==> src/rtl/round_ctrl.sv <==
// round_ctrl: memory-game round sequencer (random pattern playback, player input check, scoring)
// Ports:
//   clk, rst          clock and synchronous active-high reset
//   start             begin a round (accepted only when idle or showing a result)
//   level[2:0]        difficulty 1..3, anything else plays as 1
//   tick              timebase strobe for playback and input timeout
//   in_valid, in_idx  one-cycle player entry of a button index
//   busy              round in progress
//   led_on, led_idx   currently displayed pattern element
//   input_en          waiting for player entries
//   done, pass, score round result, held until the next start or reset
module round_ctrl #(
    parameter int          ON_TICKS      = 2,
    parameter int          OFF_TICKS     = 1,
    parameter int          TIMEOUT_TICKS = 20,
    parameter logic [15:0] SEED          = 16'hACE1
) (
    input  logic       clk,
    input  logic       rst,
    input  logic       start,
    input  logic [2:0] level,
    input  logic       tick,
    input  logic       in_valid,
    input  logic [2:0] in_idx,
    output logic       busy,
    output logic       led_on,
    output logic [2:0] led_idx,
    output logic       input_en,
    output logic       done,
    output logic       pass,
    output logic [4:0] score
);
    typedef enum logic [2:0] {IDLE, GEN, SHOW_ON, SHOW_OFF, INPUT, RESULT} state_t;
    localparam logic [15:0] ON_LAST  = 16'(ON_TICKS - 1);
    localparam logic [15:0] OFF_LAST = 16'(OFF_TICKS - 1);
    localparam logic [15:0] TO_LAST  = 16'(TIMEOUT_TICKS - 1);
    state_t      state;
    logic [15:0] lfsr;
    logic [15:0] timer;
    logic [2:0]  pat [16];
    logic [3:0]  cnt;
    logic [3:0]  len_m1;
    logic [1:0]  lv;
    assign lv = (level == 3'd2 || level == 3'd3) ? level[1:0] : 2'd1;
    always_ff @(posedge clk) begin
        if (rst) begin
            state    <= IDLE;
            lfsr     <= SEED;
            timer    <= '0;
            cnt      <= '0;
            len_m1   <= '0;
            busy     <= 1'b0;
            led_on   <= 1'b0;
            led_idx  <= '0;
            input_en <= 1'b0;
            done     <= 1'b0;
            pass     <= 1'b0;
            score    <= '0;
            for (int i = 0; i < 16; i++) pat[i] <= '0;
        end else begin
            // Fibonacci LFSR, taps 16,14,13,11, free-running in every state
            lfsr <= {lfsr[0] ^ lfsr[2] ^ lfsr[3] ^ lfsr[5], lfsr[15:1]};
            case (state)
                IDLE, RESULT: if (start) begin
                    state  <= GEN;
                    cnt    <= '0;
                    score  <= '0;
                    pass   <= 1'b0;
                    done   <= 1'b0;
                    busy   <= 1'b1;
                    // len-1 = 4*lv+3 for len = 4+4*lv
                    len_m1 <= {lv, 2'b11};
                end
                GEN: begin
                    pat[cnt] <= lfsr[2:0];
                    cnt      <= cnt + 4'd1;
                    if (cnt == len_m1) begin
                        state   <= SHOW_ON;
                        cnt     <= '0;
                        timer   <= '0;
                        led_on  <= 1'b1;
                        led_idx <= pat[0];
                    end
                end
                SHOW_ON: if (tick) begin
                    if (timer == ON_LAST) begin
                        state   <= SHOW_OFF;
                        timer   <= '0;
                        led_on  <= 1'b0;
                        led_idx <= '0;
                    end else timer <= timer + 16'd1;
                end
                SHOW_OFF: if (tick) begin
                    if (timer == OFF_LAST) begin
                        timer <= '0;
                        if (cnt == len_m1) begin
                            state    <= INPUT;
                            cnt      <= '0;
                            input_en <= 1'b1;
                        end else begin
                            state   <= SHOW_ON;
                            cnt     <= cnt + 4'd1;
                            led_on  <= 1'b1;
                            led_idx <= pat[cnt + 4'd1];
                        end
                    end else timer <= timer + 16'd1;
                end
                INPUT: begin
                    // a player entry wins over a simultaneous tick and restarts the timeout
                    if (in_valid) begin
                        timer <= '0;
                        if (in_idx == pat[cnt]) begin
                            score <= score + 5'd1;
                            if (cnt == len_m1) begin
                                state    <= RESULT;
                                done     <= 1'b1;
                                busy     <= 1'b0;
                                input_en <= 1'b0;
                                pass     <= 1'b1;
                            end else cnt <= cnt + 4'd1;
                        end else begin
                            state    <= RESULT;
                            done     <= 1'b1;
                            busy     <= 1'b0;
                            input_en <= 1'b0;
                        end
                    end else if (tick) begin
                        if (timer == TO_LAST) begin
                            state    <= RESULT;
                            done     <= 1'b1;
                            busy     <= 1'b0;
                            input_en <= 1'b0;
                        end else timer <= timer + 16'd1;
                    end
                end
                default: state <= IDLE;
            endcase
        end
    end
endmodule

==> config.mk <==
export PLATFORM = sky130hd
export DESIGN_NAME = round_ctrl
export DESIGN_NICKNAME = d
export VERILOG_FILES = /design/src/rtl/round_ctrl.sv
export SDC_FILE = /design/constraint.sdc
export NUM_CORES = 1
export LEC_CHECK = 0
export CAP_MARGIN = 5
export CORE_MARGIN = 4
export CORE_UTILIZATION = 35
export DETAILED_ROUTE_END_ITERATION = 7
export GPL_TIMING_DRIVEN = 0
export PLACE_DENSITY = 0.49
export SYNTH_ARGS = -nofsm -noshare
export SYNTH_HDL_FRONTEND = slang
export SYNTH_SLANG_ARGS = --single-unit
==> constraint.sdc <==
create_clock -name clk -period 3.4 [get_ports clk]
set_input_delay 0.68 -clock clk [delete_from_list [all_inputs] [get_ports clk]]
set_output_delay 0.68 -clock clk [all_outputs]
set_load 0.05 [all_outputs]
### Word level (Yosys, flattened, before mapping)

Memories as Yosys holds them, arrays and structs flattened. A register that Yosys moved wholly into a read port is not among the register bits.
Cells that the tools add are included.

* register bits: 56
* latch bits: 0
* RAM bits: 48
* bits in read-only memories: 0
* bits of input ports: 11
* output and inout port bits: 13
* logic and storage cells: 143
* memories kept: 1

* add/sub/neg operators: 3
* multiply operators: 0
* div/mod/pow operators: 0
* order comparisons: 0
* equal/unequal tests: 27
* shifts and indexed selects: 0
* mux-type cells: 78
* bitwise operators: 3
* reductions and logical operators: 19

Memory list
* pat: words 16, width 3, read ports 3, clocked after Yosys merged registers in 1, wr ports 16, RTL line 40 `logic [2:0] pat [16];`

Operator list (count)
* 16-bit 2-to-1 mux: 8
* 16-bit case mux with 4 select lines: 1
* 3-bit 2-to-1 mux: 19
* 4-bit 2-to-1 mux: 10
* 1-bit 2-to-1 mux: 27
* 2-bit != test (second input constant): 12
* 7-bit AND reduction: 3
* 16-bit by 1-bit adder with 16-bit output (second input constant): 1
* 16-bit by 1-bit equality test with 1-bit output (second input constant): 1
* 16-bit by 5-bit equality test with 1-bit output (second input constant): 1
* 16-bit logical NOT: 1
* 4-bit case mux with 4 select lines: 1
* 5-bit 2-to-1 mux: 3
* 3-bit case mux with 5 select lines: 1
* 3-bit by 2-bit equality test with 1-bit output (second input constant): 4
* 5-bit case mux with 2 select lines: 1
* 5-bit AND reduction: 2
* 3-bit != test (second input constant): 3
* 3-bit case mux with 3 select lines: 1
* 9-bit AND reduction: 1
* 1-bit case mux with 2 select lines: 4
* 4-bit nonzero test: 2
* 3-bit equality test (second input constant): 2
* 6-bit AND reduction: 1
* 17 further kinds: 20

### Logic depth before layout (Yosys ltp)

Gate-level depths: netlist of run 1.

* depth in word-level cells: 7
* mapped depth: 10
* depth with buffers taken out: 8

### Worst setup path after synthesis of run 1

OpenSTA, ideal clock, no wires.

* path kind: register to register
* from: register cnt[0]
* to: register led_idx[2]
* library setup time: 145 ps
* arrival time: 2709 ps
* required time: 3255 ps
* setup slack: 545 ps
* stages on the path, launching flop included: 11
* path buffers: 3
* period minus slack after synthesis: 2855 ps
* cell sequence: dfxtp_1 -> buf_2 -> buf_1 -> inv_1 -> ha_1 -> clkbuf_1 -> mux4_2 -> a211oi_1 -> a21oi_1 -> a32oi_1 -> a211oi_1

* cells in the longest elaborated chain, start to end: 6
* elaborated cells on any way between the ends: 10
* classes of those cells: add/sub: 1; eq/ne: 3; mux: 4; reduce/logical: 1; memory: 1

RTL lines
* start, declared: RTL line 41 `logic [3:0] cnt;`
* start signal, assigned: RTL line 76 `cnt <= cnt + 4'd1;`
* start signal, assigned: RTL line 102 `cnt <= cnt + 4'd1;`
* start signal, assigned: RTL line 120 `end else cnt <= cnt + 4'd1;`
* 4-bit by 1-bit adder with 4-bit output: RTL line 104 `led_idx <= pat[cnt + 4'd1];`
* memory 16 x 3 bit
* 3-bit 2-to-1 mux: RTL line 96 `if (cnt == len_m1) begin`
* 3-bit 2-to-1 mux: RTL line 94 `if (timer == OFF_LAST) begin`
* 3-bit 2-to-1 mux: RTL line 93 `SHOW_OFF: if (tick) begin`
* 3-bit case mux with 3 select lines: RTL line 63 `case (state)`
* end signal, assigned: RTL line 82 `led_idx <= pat[0];`
* end signal, assigned: RTL line 104
* end, declared: RTL line 27 `output logic [2:0] led_idx,`

Parallel ways exist; a longest one is shown, timed or not. The select of a mux whose other input is x is not followed.
A chain may end at the register's enable or synchronous reset.

### Worst setup path in the final report of run 1

Same ends and word-level chain as after synthesis.

==> results of run 1 <==
==> logic make-up after synthesis <==
group | synth area share
AO/OA/AOI/OAI | 0.09939
XOR/XNOR | 0.03755
adder cells (fa/ha/maj) | 0.01799
buffers and inverters | 0.03260
flip-flops | 0.4713
multiplexers | 0.1399
AND/OR/NAND/NOR | 0.2013
==> metrics by stage <==
step	hold slack, ps	power (W)	utilization	setup TNS [ps]
floorplan	389.5	0.002352	-	0
global placement	398.9	0.002667	0.3928	-822.1
detailed placement	399.6	0.002667	0.3928	-798.4
CTS	419.9	0.003728	0.4124	0
global route	434.3	0.003901	0.4130	0
finish	412.8	0.003705	0.4130	0
==> cells in the mapped netlist, types with 3 or more instances <==
| cell type | instances |
|---|---|
| dfxtp_1 | 59 |
| nor2_1 | 53 |
| and2_1 | 51 |
| edfxtp_1 | 48 |
| mux2i_1 | 26 |
| a21oi_1 | 21 |
| nand2_1 | 20 |
| xor2_1 | 18 |
| clkbuf_1 | 15 |
| mux4_2 | 15 |
| nor2b_1 | 15 |
| o21ai_0 | 15 |
| nand3_1 | 14 |
| nor3_1 | 14 |
| inv_1 | 13 |
| or2_2 | 12 |
| ha_1 | 8 |
| nand4_1 | 8 |
| a211oi_1 | 7 |
| buf_1 | 6 |
| mux4_1 | 6 |
| or3_1 | 6 |
| a21o_1 | 5 |
| a31oi_1 | 5 |
| and3_1 | 5 |
| nand2b_1 | 5 |
| xnor2_1 | 4 |
| a32oi_1 | 3 |
| buf_6 | 3 |
| nand3b_1 | 3 |
==> path summary, 6_finish.rpt <==
check	start	end	slack, ps	depth (start not counted)
max	cnt[0]	led_idx[2]	280	10
min	lfsr[11]	lfsr[10]	410	1
max reg2reg	cnt[0]	led_idx[2]	280	10
min reg2reg	lfsr[11]	lfsr[10]	410	1
==> state kept, by name (all words and copies together), names as in the netlist, 3 cells and up, named ones only <==
name,flops
cnt,4
score,5
timer,16
lfsr,16
led_idx,3
pat,48
len_m1,3
state,3
==> layer usage <==
layer	vias to the layer above	share of wire
met5	-	0
met4	0	0.021
met3	18	0.042
met2	102	0.47
met1	1935	0.47
li1	1921	-
==> power by group through the flow <==
stage	Combinational [W]	Clock [W]	Sequential [W]
final	0.00114	0.00106	0.00150
after global routing	0.00125	0.00114	0.00152
after CTS	0.00114	0.00108	0.00151
after detailed placement	0.00113	0	0.00154
after global placement	0.00113	0	0.00153
after floorplan	0.000757	0	0.00159
==> critical path, cell delays in order, from the launching register on <==
cell      delay, ps
dfxtp_1         360
buf_2           300
clkbuf_4        310
inv_1            90
ha_1            410
clkbuf_2        310
mux4_2          350
a211oi_1        360
a21oi_1         120
a32oi_1         260
a211oi_1        100
==> what timing repair did <==
action | in CTS | in global routing
hold buffers | 0 | 0
endpoints found under the setup margin | 3 | 2
resized for setup | 2 | 1
==> layout make-up <==
class / count / area (um2)
Sequential cell: 107 / 2623
Clock inverter: 5 / 43.79
Clock buffer: 11 / 254.0
Multi-Input combinational cell: 366 / 2760
Buffer: 27 / 137.6
Inverter: 13 / 48.80
Timing Repair Buffer: 22 / 217.7
Fill cell: 1490 / 9022
Tap cell: 211 / 264.0
==> qor.csv, run 1 <==
metric,value,unit
P_sw,0.001285,W
final worst setup slack,277.3,ps
count of cell types in the netlist,53,
combinational share of power,0.309,
setup repair bufs after CTS,0,
vias in the first global route,3898,
share of post-route cells with drive strength above 1,0.1107,
Int Pwr,0.002419,W
most frequent cells in the layout,"dfxtp_1, nor2_1, and2_1, edfxtp_1, mux2i_1",
Vias,3976,
Synth Warn #,0,
initial core utilization,0.3620,
synth top area cells,"edfxtp_1, dfxtp_1, mux4_2",
met3 Use GR,0.03038,
floorplan row count,45,
asr flop ratio synth,0,
Leak,2.248,nW
Place WS,-283.5,ps
M2 GR Usage,0.2513,
status,"finished, final reports clean",
RePlAce Congestion,0.9317,
fmax,320.2,MHz
final std cells w/o fill,762,
Avg Vias per Cell,5.218,
Antenna diodes,0,
Post-DRT Antenna Nets,0,
"EDFF count, synth",48,
Net Sw Frac,0.3470,
final hold vios,0,
Worst Tran Pin Value,890.9,ps
part of the power in registers,0.406,
routed length per placed instance,18.16,um
dpl cells,745,
IO Count,24,
gate count of the mapped netlist,513,
Post-DP Area,6038,um2
Final setup viols,0,
Clock transition at path regs,70,ps
first-pass iteration count of the detailed router,5,
CTS tree,yes,
PwrDens,583.5,nW/um2
Finished Cell Area,6349,um2
CP Capture Type,flop,
DRC violations left,0,
critical-path maximum fanout,10,
share of the synthesized area in the top cell type,0.2591,
clk buf depth,2,
Die Y,134.1,um
syn_nets,532,
# port buffers,21,
GRT overflow,0,
post-synthesis cell area,5564,um2
Area Overhead vs Synth,14.10,%
met1 Resource Use GR,0.2219,
Worst Path Required,3620,ps
fin. max-slew vios,0,
CTS Buf Count,9,
"most common cell after layout, fill and taps aside",dfxtp_1,
crit share post-route,0.9184,
Total Wirelength,13840,um
initial antenna violation count,0,
HP Class,flop to flop,
worst skew pair latency,360,ps
syn_area_per_cell,10.85,um2
Layout Skew,9.170,ps
Nets,565,
Setup CP Type,flop to flop,
clock group share of total power,0.285,
first-pass GRT wire length,22010,um
DIE WIDTH,134.1,um
largest net degree at the start of global routing,20,
minimum clock period,3123,ps
Worst VDD drop,339.8,uV
# H-tree levels,3,
"Data arrival, critical path",3340,ps
"Most Used Layer, Global Route",met2,
sequential share of the synthesized area,0.4713,
core area,15370,um2
Slew HR,0.4018,
RSZ-0062 raised after global routing,false,
dominant synthesized flop cell,dfxtp_1,
Yosys reg bits,107,
CTS Root Buffer Type,clkbuf_16,
Max Cap Viol,0,
Startpoint Class,flop,
GRT Total Usage,0.1602,
most area-hungry cell type in the Yosys netlist,edfxtp_1,
DR iter-0 viols,196,
final HPWL from detailed placement,10200,um
CTS sink cnt,107,
total die area,17980,um2
No activity file was read; power rests on OpenSTA's default activity.
==> run 2, diff against run 1 <==
--- a/config.mk
+++ b/config.mk
@@ -7,10 +7,10 @@
 export LEC_CHECK = 0
 export CAP_MARGIN = 5
 export CORE_MARGIN = 4
-export CORE_UTILIZATION = 35
+export CORE_UTILIZATION = 61
 export DETAILED_ROUTE_END_ITERATION = 7
 export GPL_TIMING_DRIVEN = 0
-export PLACE_DENSITY = 0.49
+export PLACE_DENSITY = 0.78
 export SYNTH_ARGS = -nofsm -noshare
 export SYNTH_HDL_FRONTEND = slang
 export SYNTH_SLANG_ARGS = --single-unit
==> qor.csv, run 2 (synthesis gave the netlist of run 1 again) <==
metric,value,unit,change
status,"finished, final reports clean",,
Slew HR,0.2686,,-0.1332
worst min-delay path endpoint,lfsr[5],,
Reg-to-Reg Start,cnt[0],,
slowest CP cell,ha_1,,
worst reg2reg path endpoint,led_idx[2],,
final worst setup slack,267.5,ps,-9.807 ps
"Data arrival, critical path",3410,ps,+70 ps
routed length per placed instance,19.15,um,+5.5%
CTS tree,yes,,
share of post-route cells with drive strength above 1,0.1109,,+0.0002013
Avg Vias per Cell,6.143,,+18%
first-pass GRT wire length,21380,um,-2.9%
met1 Resource Use GR,0.3290,,+0.1071
crit share post-route,0.9213,,+0.002884
total die area,10710,um2,-40%
Leak,2.206,nW,-1.9%
most frequent cells in the layout,"dfxtp_1, nor2_1, and2_1, edfxtp_1, mux2i_1",,
CTS Root Buffer Type,clkbuf_8,,
Largest Register,pat,,
RSZ-0062 raised after global routing,false,,
Max Cap Viol,0,,unchanged
Vias,4042,,+1.7%
max reg flops,48,,unchanged
DR iter-0 viols,248,,+27%
IO Count,24,,unchanged
most frequent CP cell,a211oi_1,,
floorplan row count,34,,-24%
fin. max-slew vios,0,,unchanged
Worst VDD drop,335.8,uV,-1.2%
Worst Tran Pin Value,1089,ps,+197.8 ps
"Most Used Layer, Global Route",met2,,
PwrDens,566.1,nW/um2,-3.0%
M2 GR Usage,0.4121,,+0.1609
CP Capture Type,flop,,
fmax,319.2,MHz,-0.31%
Clock transition at path regs,120,ps,+50 ps
R2R setup slack,270,ps,about the same
CTS sink cnt,107,,unchanged
Hold Worst Slack,425.7,ps,+12.90 ps
final HPWL from detailed placement,9405,um,-7.8%
Hold Crit Depth,1,,unchanged
initial core utilization,0.6319,,+0.2699
"most common cell after layout, fill and taps aside",dfxtp_1,,
kind of cell adding the most delay to the critical path,buffers and inverters,,
largest net degree at the start of global routing,24,,+20%
Worst Path Required,3670,ps,+50 ps
vias in the first global route,4058,,+4.1%
Post-DRT Antenna Nets,0,,unchanged
RePlAce Congestion,0.9298,,-0.20%
R2R cell count,10,,unchanged
Total Wirelength,12600,um,-8.9%
clk buf depth,2,,unchanged
final hold vios,0,,unchanged
GRT Total Usage,0.2501,,+0.08984
# H-tree levels,3,,unchanged
Layout Skew,5.292,ps,-3.878 ps
# port buffers,21,,unchanged
Setup CP Type,flop to flop,,
top flop regs,"pat: 48 flops, lfsr: 16 flops, timer: 16 flops",,
GRT overflow,0,,unchanged
crit-path cells,"buf_2, clkbuf_4, inv_1, ha_1, clkbuf_2, mux4_2, a211oi_1, a21oi_1, a32oi_1, a211oi_1",,
first-pass iteration count of the detailed router,5,,unchanged
core area,8806,um2,-43%
Area Overhead vs Synth,10.34,%,
Place WS,-182.4,ps,+101.1 ps
CTS Buf Count,9,,unchanged
Final setup viols,0,,unchanged
cts-stage hold buffer count,0,,unchanged
HP Class,flop to flop,,
DRC violations left,0,,unchanged
met3 Use GR,0.05535,,+0.02497
DIE WIDTH,103.5,um,-23%
critical-path maximum fanout,10,,unchanged
Slowest Stage Delay on Critical Path,420,ps,about the same
hold_sp,lfsr[6],,
Nets,564,,-0.18%
Die Y,103.5,um,-23%
minimum clock period,3132,ps,+9.807 ps
initial antenna violation count,0,,unchanged
Startpoint Class,flop,,
worst skew pair latency,400,ps,+40 ps
Buf/Inv on CP,4,,unchanged
Antenna diodes,0,,unchanged
==> run 2: changes by cell type in the layout (fill, tap and decap cells not counted), sizes merged <==
cell | previous run | this run
inv | 15 | 17
clkbuf | 28 | 25
==> run 2: how the worst max path moves through the flow <==
stage               startpoint    endpoint  slack [ps]  depth (start not counted)
finish                  cnt[0]  led_idx[2]         270                         10
floorplan               cnt[0]  led_idx[2]         550                         10
detailed placement      cnt[0]  led_idx[2]        -180                         10
CTS                     cnt[0]  led_idx[2]          60                         10
global route            cnt[0]  led_idx[2]          40                         10
global placement        cnt[0]  led_idx[2]        -150                         10
==> run 2: worst reg2reg max path, delay by kind of cell, from the launching register on <==
| kind | cells | cell delay, ps |
|---|---|---|
| multiplexers | 1 | 340 |
| buffers and inverters | 4 | 1020 |
| adder cells (fa/ha/maj) | 1 | 420 |
| flip-flops | 1 | 410 |
| AO/OA/AOI/OAI | 4 | 820 |
==> run 2: report_power, final <==
group | total (W) | switching, W | internal [W] | leakage (nW)
Sequential | 0.00151 | 0.0000683 | 0.00144 | 0.978
Clock | 0.000858 | 0.000546 | 0.000312 | 0.111
Combinational | 0.00111 | 0.000687 | 0.000425 | 1.12
==> run 2: cell type report <==
class	count	area (um2)
Tap cell	108	135.1
Sequential cell	107	2623
Inverter	13	48.80
Buffer	27	137.6
Clock inverter	7	101.3
Clock buffer	9	123.9
Multi-Input combinational cell	366	2760
Timing Repair Buffer	21	210.2
Fill cell	672	2666
==> run 2: metrics by stage <==
| step | instances | util | setup TNS (ps) | area, um2 | total power, W |
|---|---|---|---|---|---|
| floorplan | 513 | - | 0 | 5564 | 0.002352 |
| global placement | 642 | 0.6711 | -363.3 | 5909 | 0.002595 |
| detailed placement | 642 | 0.6711 | -484.5 | 5909 | 0.002626 |
| CTS | 658 | 0.6968 | 0 | 6136 | 0.003472 |
| global route | 658 | 0.6972 | 0 | 6140 | 0.003661 |
| finish | 658 | 0.6972 | 0 | 6140 | 0.003475 |
==> run 2: layer usage <==
layer  part of all wire  routed length (um)  up-vias
met2               0.49                6187      148
met5                  0                   0        -
met3              0.055                 696       35
met1               0.43                5357     1939
met4              0.028                 359        0
li1                   -                   -     1920
==> run 2: what timing repair did <==
item	4_1_cts	5_1_grt
pin swaps	0	0
setup buffers	0	0
setup endpoints to repair	3	3
gates resized for setup	1	3
hold endpoints to repair	0	0
gates cloned	0	0
